<file path="config.mk">
export PLATFORM = sky130hd
export DESIGN_NAME = reservation_station_param
export DESIGN_NICKNAME = d
export VERILOG_FILES = /design/src/rtl/reservation_station_param.sv
export SDC_FILE = /design/constraint.sdc
export NUM_CORES = 1
export LEC_CHECK = 0
export ABC_AREA = 1
export CORE_MARGIN = 4
export CORE_UTILIZATION = 50
export DETAILED_ROUTE_END_ITERATION = 8
export HOLD_SLACK_MARGIN = 0.06
export PLACE_DENSITY = 0.87
export SYNTH_ARGS = -nofsm -noshare
export SYNTH_HDL_FRONTEND = slang
export SYNTH_SLANG_ARGS = --single-unit
export TNS_END_PERCENT = 10
</file>
<file path="constraint.sdc">
create_clock -name clk -period 4.6 [get_ports clk]
set_input_delay 0.92 -clock clk [delete_from_list [all_inputs] [get_ports clk]]
set_output_delay 0.92 -clock clk [all_outputs]
set_load 0.05 [all_outputs]
</file>
<file path="src/rtl/reservation_station_param.sv">
// reservation_station_param: unified reservation station feeding one functional unit.
// Holds renamed micro-ops until both source tags are valid (woken by NUM_CDB
// broadcast ports) and issues the oldest ready entry over a valid/ready handshake.
// Optional feature macro: RS_WAKEUP_BYPASS_EN (zero-cycle wakeup-to-issue).
module reservation_station_param #(
    parameter int unsigned DEPTH     = 4,
    parameter int unsigned PREG_W    = 6,
    parameter int unsigned AREG_W    = 5,
    parameter int unsigned ROB_W     = 6,
    parameter int unsigned NUM_CDB   = 2,
    parameter int unsigned PAYLOAD_W = 64
) (
    input  logic                        clk,
    input  logic                        rst_n,
    input  logic                        flush,
    input  logic                        disp_valid,
    output logic                        disp_ready,
    input  logic [PREG_W-1:0]           disp_ps1,
    input  logic                        disp_ps1_v,
    input  logic [PREG_W-1:0]           disp_ps2,
    input  logic                        disp_ps2_v,
    input  logic [PREG_W-1:0]           disp_pd,
    input  logic [AREG_W-1:0]           disp_rd,
    input  logic [ROB_W-1:0]            disp_rob,
    input  logic [PAYLOAD_W-1:0]        disp_payload,
    input  logic [NUM_CDB-1:0]          cdb_valid,
    input  logic [NUM_CDB*PREG_W-1:0]   cdb_pd,
    output logic                        iss_valid,
    input  logic                        iss_ready,
    output logic [PREG_W-1:0]           iss_ps1,
    output logic [PREG_W-1:0]           iss_ps2,
    output logic [PREG_W-1:0]           iss_pd,
    output logic [AREG_W-1:0]           iss_rd,
    output logic [ROB_W-1:0]            iss_rob,
    output logic [PAYLOAD_W-1:0]        iss_payload,
    output logic [$clog2(DEPTH):0]      occupancy
);

    localparam int unsigned OCC_W = $clog2(DEPTH) + 1;

    // Entry control state
    logic [DEPTH-1:0]     busy;
    logic [DEPTH-1:0]     ps1_v;
    logic [DEPTH-1:0]     ps2_v;
    // age[i][j] = 1 : entry i is older than entry j
    logic [DEPTH-1:0]     age [DEPTH];
    logic [OCC_W-1:0]     occ_q;

    // Entry data state
    logic [PREG_W-1:0]    ps1     [DEPTH];
    logic [PREG_W-1:0]    ps2     [DEPTH];
    logic [PREG_W-1:0]    pd      [DEPTH];
    logic [AREG_W-1:0]    rd      [DEPTH];
    logic [ROB_W-1:0]     rob     [DEPTH];
    logic [PAYLOAD_W-1:0] payload [DEPTH];

    // Combinational helpers
    logic [DEPTH-1:0]     wake1;
    logic [DEPTH-1:0]     wake2;
    logic [DEPTH-1:0]     ready;
    logic [DEPTH-1:0]     sel_oh;
    logic [DEPTH-1:0]     free_oh;
    logic                 free_found;
    logic                 disp_hit1;
    logic                 disp_hit2;
    logic                 disp_fire;
    logic                 iss_fire;

    // True when any valid CDB port broadcasts the given tag
    function automatic logic cdb_hit(
        input logic [PREG_W-1:0]         tag,
        input logic [NUM_CDB-1:0]        v,
        input logic [NUM_CDB*PREG_W-1:0] tags
    );
        logic hit;
        hit = 1'b0;
        for (int unsigned k = 0; k < NUM_CDB; k++) begin
            if (v[k] && (tags[k*PREG_W +: PREG_W] == tag)) begin
                hit = 1'b1;
            end
        end
        return hit;
    endfunction

    assign disp_hit1  = cdb_hit(disp_ps1, cdb_valid, cdb_pd);
    assign disp_hit2  = cdb_hit(disp_ps2, cdb_valid, cdb_pd);
    assign disp_ready = ~&busy;
    assign disp_fire  = disp_valid && disp_ready && !flush;
    assign iss_fire   = iss_valid && iss_ready;
    assign occupancy  = occ_q;

    // Per-entry wakeup match against this cycle's CDB broadcasts
    always_comb begin
        wake1 = '0;
        wake2 = '0;
        for (int unsigned i = 0; i < DEPTH; i++) begin
            wake1[i] = cdb_hit(ps1[i], cdb_valid, cdb_pd);
            wake2[i] = cdb_hit(ps2[i], cdb_valid, cdb_pd);
        end
    end

    // Ready vector: registered operand state, optionally bypassed with live wakeups
    always_comb begin
        ready = '0;
`ifdef RS_WAKEUP_BYPASS_EN
        ready = busy & (ps1_v | wake1) & (ps2_v | wake2);
`else
        ready = busy & ps1_v & ps2_v;
`endif
    end

    // Oldest-ready select: an entry wins if no other ready entry is older
    always_comb begin
        sel_oh = '0;
        for (int unsigned i = 0; i < DEPTH; i++) begin
            sel_oh[i] = ready[i];
            for (int unsigned j = 0; j < DEPTH; j++) begin
                if ((j != i) && ready[j] && age[j][i]) begin
                    sel_oh[i] = 1'b0;
                end
            end
        end
    end

    assign iss_valid = (|sel_oh) && !flush;

    // Issue data mux; all zero whenever nothing is being presented
    always_comb begin
        iss_ps1     = '0;
        iss_ps2     = '0;
        iss_pd      = '0;
        iss_rd      = '0;
        iss_rob     = '0;
        iss_payload = '0;
        for (int unsigned i = 0; i < DEPTH; i++) begin
            if (sel_oh[i] && iss_valid) begin
                iss_ps1     = iss_ps1     | ps1[i];
                iss_ps2     = iss_ps2     | ps2[i];
                iss_pd      = iss_pd      | pd[i];
                iss_rd      = iss_rd      | rd[i];
                iss_rob     = iss_rob     | rob[i];
                iss_payload = iss_payload | payload[i];
            end
        end
    end

    // Lowest-index free entry for dispatch
    always_comb begin
        free_oh    = '0;
        free_found = 1'b0;
        for (int unsigned i = 0; i < DEPTH; i++) begin
            if (!busy[i] && !free_found) begin
                free_oh[i] = 1'b1;
                free_found = 1'b1;
            end
        end
    end

    // Control state: busy, operand valids, age matrix and occupancy
    always_ff @(posedge clk or negedge rst_n) begin
        if (!rst_n) begin
            busy  <= '0;
            ps1_v <= '0;
            ps2_v <= '0;
            occ_q <= '0;
            for (int unsigned i = 0; i < DEPTH; i++) begin
                age[i] <= '0;
            end
        end else if (flush) begin
            busy  <= '0;
            occ_q <= '0;
            for (int unsigned i = 0; i < DEPTH; i++) begin
                age[i] <= '0;
            end
        end else begin
            for (int unsigned i = 0; i < DEPTH; i++) begin
                if (busy[i] && wake1[i]) ps1_v[i] <= 1'b1;
                if (busy[i] && wake2[i]) ps2_v[i] <= 1'b1;
                if (iss_fire && sel_oh[i]) busy[i] <= 1'b0;
                if (disp_fire && free_oh[i]) begin
                    busy[i]  <= 1'b1;
                    ps1_v[i] <= disp_ps1_v | disp_hit1;
                    ps2_v[i] <= disp_ps2_v | disp_hit2;
                    age[i]   <= '0;
                end
                for (int unsigned j = 0; j < DEPTH; j++) begin
                    // Issued entry's column clears; new entry's column marks every survivor older
                    if (iss_fire && sel_oh[j]) begin
                        age[i][j] <= 1'b0;
                    end
                    if (disp_fire && free_oh[j] && (i != j)) begin
                        age[i][j] <= busy[i] && !(iss_fire && sel_oh[i]);
                    end
                end
            end
            case ({disp_fire, iss_fire})
                2'b10:   occ_q <= occ_q + OCC_W'(1);
                2'b01:   occ_q <= occ_q - OCC_W'(1);
                default: occ_q <= occ_q;
            endcase
        end
    end

    // Entry payload storage, written on dispatch only
    always_ff @(posedge clk) begin
        for (int unsigned i = 0; i < DEPTH; i++) begin
            if (disp_fire && free_oh[i]) begin
                ps1[i]     <= disp_ps1;
                ps2[i]     <= disp_ps2;
                pd[i]      <= disp_pd;
                rd[i]      <= disp_rd;
                rob[i]     <= disp_rob;
                payload[i] <= disp_payload;
            end
        end
    end

endmodule

</file>
Yosys cells after proc, flatten, opt, wreduce, memory -nomap -nowiden --
Memory sizes are Yosys's and may differ from the RTL's. Index checks and enable logic that the tools add are counted.
Storage, ports and cells: register bits 27, RAM bits 372, input port bits 114, output and inout bits 98, word-level logic and storage cells 389, memories kept 6
Cells by class: add/sub/neg operators 2, equal/unequal tests 22, muxes and demuxes 184, bitwise gates (word level) 23, reductions and logical operators 127
Memories:
- payload | words 4, bits a word 64, read ports 4, clocked after memory_dff 0, wr ports 1, line 55 | logic [PAYLOAD_W-1:0] payload [DEPTH];
- pd | words 4, bits a word 6, read ports 4, clocked after memory_dff 0, wr ports 1, line 52 | logic [PREG_W-1:0] pd [DEPTH];
- ps1 | words 4, bits a word 6, read ports 4, clocked after memory_dff 0, wr ports 1, line 50 | logic [PREG_W-1:0] ps1 [DEPTH];
- ps2 | words 4, bits a word 6, read ports 4, clocked after memory_dff 0, wr ports 1, line 51 | logic [PREG_W-1:0] ps2 [DEPTH];
- rob | words 4, bits a word 6, read ports 4, clocked after memory_dff 0, wr ports 1, line 54 | logic [ROB_W-1:0] rob [DEPTH];
- rd | words 4, bits a word 5, read ports 4, clocked after memory_dff 0, wr ports 1, line 53 | logic [AREG_W-1:0] rd [DEPTH];
Operators by type and width (number):
- $mux 64 | 7
- $or 64x64->64 | 3
- $reduce_or 64->1 | 3
- $mux 6 | 28
- $eq 6x6->1 | 20
- $mux 1 | 116
- $or 6x6->6 | 12
- $reduce_or 6->1 | 12
- $logic_and 1x1->1 | 63
- $reduce_bool 4->1 | 12
- $mux 2 | 18
- $mux 5 | 7
- $mux 4 | 5
- $mux 16 | 1
- $reduce_and 2->1 | 8
- $reduce_bool 2->1 | 8
- $or 5x5->5 | 3
- $reduce_bool 3->1 | 5
- $reduce_or 5->1 | 3
- $logic_not 1->1 | 11
- $and 4x4->4 | 2
- $pmux 3 s2 | 1
- $reduce_and 4->1 | 1
- $reduce_or 4->1 | 1
- 7 further kinds | 8

Depth between registers and ports, before layout --
depth after elaboration 16, depth in mapped cells 17, gate-level depth less buffers 16

Worst setup path after synthesis --
Ideal clock, no wire load.
kind reg-to-reg, start point register busy[1], end point register age[14] (netlist bit), setup time 0.127 ns, arrival 4.566 ns, data required time 4.473 ns, path slack -0.093 ns, cell stages (with the launch flop) 15, buffers on the path 1, cell sequence dfrtp_1 > buf_4 > nand2_1 > nor2_1 > nand2_1 > nand2_1 > nor2_2 > inv_1 > nor2_2 > inv_1 > nand2_1 > inv_2 > nand2_1 > nand3b_1 > nand2_1
Between the ends: elaborated cells between the ends (all ways) 38, those cells by class 15 x mux; 2 x bitwise; 21 x reduce/logical
RTL lines:
- from (decl) | line 42 | logic [DEPTH-1:0] busy;
- from (signal assigned) | line 162 | busy <= '0;
- from (signal assigned) | line 170 | busy <= '0;
- from (signal, indexed assignment) | line 179 | if (iss_fire && sel_oh[i]) busy[i] <= 1'b0;
- $reduce_and 4->1 (*) | line 87 | assign disp_ready = ~&busy;
- $logic_not 1->1 (*) | line 87
- net disp_ready | line 17 | output logic disp_ready,
- $logic_and 1x1->1 (*) (2 in series) | line 88 | assign disp_fire = disp_valid && disp_ready && !flush;
- $logic_and 1x1->1 | line 191 | if (disp_fire && free_oh[j] && (i != j)) begin
- $mux 1 | line 191
- $mux 16 | line 169 | end else if (flush) begin
- to (signal, indexed assignment) | line 192 | age[i][j] <= busy[i] && !(iss_fire && sel_oh[i]);
- to (decl) | line 46 | logic [DEPTH-1:0] age [DEPTH];
The timed path passes the listed nets; every way through them passes the cells marked *. A chain may end at the register's enable or synchronous reset.

Worst setup path after layout --
start point register busy[0], end point output port iss_payload[3]
Between the ends: cells in the longest elaborated chain, start to end 16, elaborated cells between the ends (all ways) 30, those cells by class 16 x mux; 5 x bitwise; 9 x reduce/logical
Ends and longest elaborated chain:
- $and 4x4->4 (*) (2 in series) | line 108 | ready = busy & ps1_v & ps2_v;
- $logic_and 1x1->1 | line 118 | if ((j != i) && ready[j] && age[j][i]) begin
- $mux 1 (3 in series) | line 118
- $reduce_or 4->1 | line 125 | assign iss_valid = (|sel_oh) && !flush;
- $logic_and 1x1->1 | line 125
- $logic_and 1x1->1 | line 136 | if (sel_oh[i] && iss_valid) begin
- $mux 64 | line 136
- $or 64x64->64 | line 142 | iss_payload = iss_payload | payload[i];
- $mux 64 | line 136
- $or 64x64->64 | line 142
- $mux 64 | line 136
- $or 64x64->64 | line 142
- $mux 64 (*) | line 136
- to (decl) | line 35 | output logic [PAYLOAD_W-1:0] iss_payload,
Mark *: on every way between the ends. The rest lies on a longest branch, timed or not.

==> results.txt <==
Result of the run - finished, final reports clean
CP bufs+invs - 4
Die span in y - 193 um
Most common cell in the synthesized netlist - nand2_1
Mapped Nets - 1,615
Setup Skew - 0.0186 ns
CP startpoint kind - flop
FFs w/ async S/R, synth - 6.77%
Overall power - 8250 uW
Most frequent CP cell - nand3_1
Peak supply drop - 0.342 mV
Nets - 1,829
Clock latency on the worst-skew pair - 0.54 ns
First-pass DRT Iterations - 5
Reg clk slew, reported paths - 0.06 ns
Rel. slew slack - 52.6%
Gate count of the mapped netlist - 1,500
Rows - 67
Mapped cell area - 17,000 um^2
Critical path class - flop to primary output
Reg2Reg Setup Slack - 1.46 ns
Hold_buf cts - 0
Multiplexer share of the synthesized area - 0%
Port bufs - 211
Sequential area share after synthesis - 69.6%
Core footprint - 33,500 um^2
Cell taking the most area after synthesis - edfxtp_1
Leak - 0.00817 uW
Synth-to-Final Area Change - 28.4%
Setup_tns - 0 ns
Largest cells by area after synthesis - edfxtp_1, nand2_1, dfrtp_1
CTS root buf - clkbuf_16
DRC errors left - 0
Warnings, synthesis - 0
CP Data Arrival Time - 3.24 ns
CTS tree - done
Max Clk Rate - 240 MHz
Layout cells sized above 1 - 10.4%
Clock Tree Buf Depth - 3
Final WL - 44,800 um
CP max stage delay - 0.71 ns
HPWL after detailed placement - 27,900 um
Top FF cell, synth - edfxtp_1
H-tree depth - 2
Antenna violations before repair - 2
Worst-path cell chain - nand3_1 > o21ai_1 > nor2_1 > nor2_1 > nand2_2 > nand3_1 > inv_2 > buf_12 > nand2_1 > nand2_1 > inv_1 > nand3_1 > buf_12
ANT nets after route - 0
Crit. End Element - primary output
Simple logic cell fraction of the synthesized area - 18.6%
Via count - 12,300
Max-Cap Viols - 0
Power Density - 377 nW/um^2
Global-route wire length before repair - 69,000 um
Synthesized-area fraction occupied by adder cells - 0.118%
Compound-Gate Fraction of Synth Area - 5.08%
Hold Crit Depth - 2
Initial Utilization - 50.8%
RePlAce Congestion - 0.965
Overall routing resource usage - 23.9%
Top post-synthesis cells by count - nand2_1, edfxtp_1, inv_1
Origin of the critical flop-to-flop path - busy[0]$_DFFE_PN0P_
Final count of negative-setup-slack endpoints - 0
Die footprint - 37,100 um^2
Post-synthesis average cell area - 11.3 um^2
Post-synthesis xor/xnor area fraction - 1.34%
Worst Hold Launch - age[15]$_DFFE_PN0P_
Initial DRC count - 1,149
Library cells used by synthesis - 35
Grt total ovfl - 0
Placed cell area - 20,600 um^2
Tmin final - 4.16 ns
Post-CTS repair timing setup buffer count - 0
Num ports - 212
R2R Path End - payload[2][32]$_DFFE_PP_
Largest family of logic cells by synthesized area - simple AND/OR/NAND/NOR gates
Delay-heaviest family, CP - simple AND/OR/NAND/NOR gates
RSZ-0062 raised after global routing - no
Inserted Clock Buffers - 41
CP required - 3.68 ns
Final instance area - 21,900 um^2
FF-to-FF path depth - 8
Met3 Use GR - 5.88%
Fin. Hold Viols - 0
Die X - 193 um
Slew @ Worst Pin - 0.708 ns
Hold/Removal Path Class - flop to flop
Vias per cell - 5.60
Post-synth EDFFs - 372
Share of the synthesized area in the top cell type - 65.6%
Pin count of the biggest net entering global routing - 82
WL/cell - 20.4 um
Synthesis-stage register bit count - 399
Vias in the first global route - 12,500
Worst-path fanout max - 77
Critical-path top delay cell - dfrtp_1
Clock Sink Count - 399
Met1 Use GR - 30.8%
Busiest grt layer - met2
Slew Limit Fails - 0
Worst hold endpoint - age[15]$_DFFE_PN0P_
Final Cycle Share - 90.4%
PostCTS Resize Cnt - 0
Met2 GRT Util - 40.2%
[layer usage]
| layer | vias to the layer above | part of all wire [%] | routed length (um) |
|---|---|---|---|
| met5 | - | 0.029 | 13 |
| met4 | 2 | 3.1 | 1390 |
| li1 | 5605 | - | - |
| met3 | 112 | 9.2 | 4110 |
| met1 | 5982 | 38 | 17100 |
| met2 | 587 | 50 | 22200 |
[cells by family (layout without fill, tap and decap cells)]
kind of cell / count (synthesis) / in the layout
adders and majority gates: 1 / 1
DFF: 399 / 399
buffers and inverters: 207 / 453
xor gates and xnor gates: 26 / 26
other: 0 / 1
and+or+nand+nor: 736 / 736
AOI/OAI and AO/OA: 131 / 131
[report_power, final]
part | total [uW] | switching [uW] | internal [uW]
clock network | 3170 | 1340 | 1830
registers | 4130 | 52.8 | 4070
logic | 950 | 564 | 387
total | 8250 | 1960 | 6290
[state kept, by name, indices dropped and copies added (netlist names), 4 cells and up]
signal,count
age,12
pd,24
ps1_v,4
busy,4
rd,20
ps2,24
ps2_v,4
ps1,24
payload,256
rob,24
[tightest hold or removal path: cells and delay by family (launching register included)]
kind	cells	cell delay [ns]
flops	1	0.34
simple gates	2	0.15
[placed cells by master, fill, tap and decap left out, types with 25 or more instances in the layout]
cell type / count
edfxtp_1: 372
dfrtp_1: 27
o22ai_1: 36
inv_1: 137
o21ai_0: 35
nand4_1: 25
nand3_1: 106
nor2_1: 47
a22o_1: 32
clkdlybuf4s50_1: 118
nand2_1: 489
nand3b_1: 37
clkbuf_16: 43
buf_12: 102
[worst max-delay path by stage]
| stage | start | to | cells past startpoint |
|---|---|---|---|
| floorplan | busy[1]$_DFFE_PN0P_ | age[2]$_DFFE_PN0P_ | 11 |
| global placement | flush | iss_ps1[5] | 9 |
| detailed placement | flush | iss_ps2[2] | 9 |
| CTS | busy[1]$_DFFE_PN0P_ | iss_payload[3] | 14 |
| global route | busy[0]$_DFFE_PN0P_ | iss_payload[57] | 14 |
| finish | busy[0]$_DFFE_PN0P_ | iss_payload[3] | 13 |
[through the flow]
| step | setup slack (ns) | hold WS (ns) | cells | util (%) |
|---|---|---|---|---|
| 6_report | 0.441 | 0.524 | 2195 | 65.2 |
| 5_1_grt | 0.223 | 0.557 | 2194 | 65.2 |
| 4_1_cts | 0.513 | 0.520 | 2194 | 65.2 |
| 3_5_place_dp | 0.854 | 0.504 | 2119 | 61.3 |
| 3_3_place_gp | 0.833 | 0.494 | 2119 | 61.3 |
| 2_1_floorplan | 0.548 | 0.476 | 1500 | - |
[layout make-up]
| type | instances | area [um^2] |
|---|---|---|
| Fill cell | 2444 | 11700 |
| Timing Repair Buffer | 230 | 3300 |
| Sequential cell | 399 | 11800 |
| Clock buffer | 52 | 1110 |
| Tap cell | 448 | 561 |
| Clock inverter | 23 | 181 |
| Antenna cell | 1 | 2.50 |
| Multi-Input combinational cell | 894 | 4300 |
| Inverter | 148 | 563 |
Note: power is estimated with default switching activity, not from simulation.
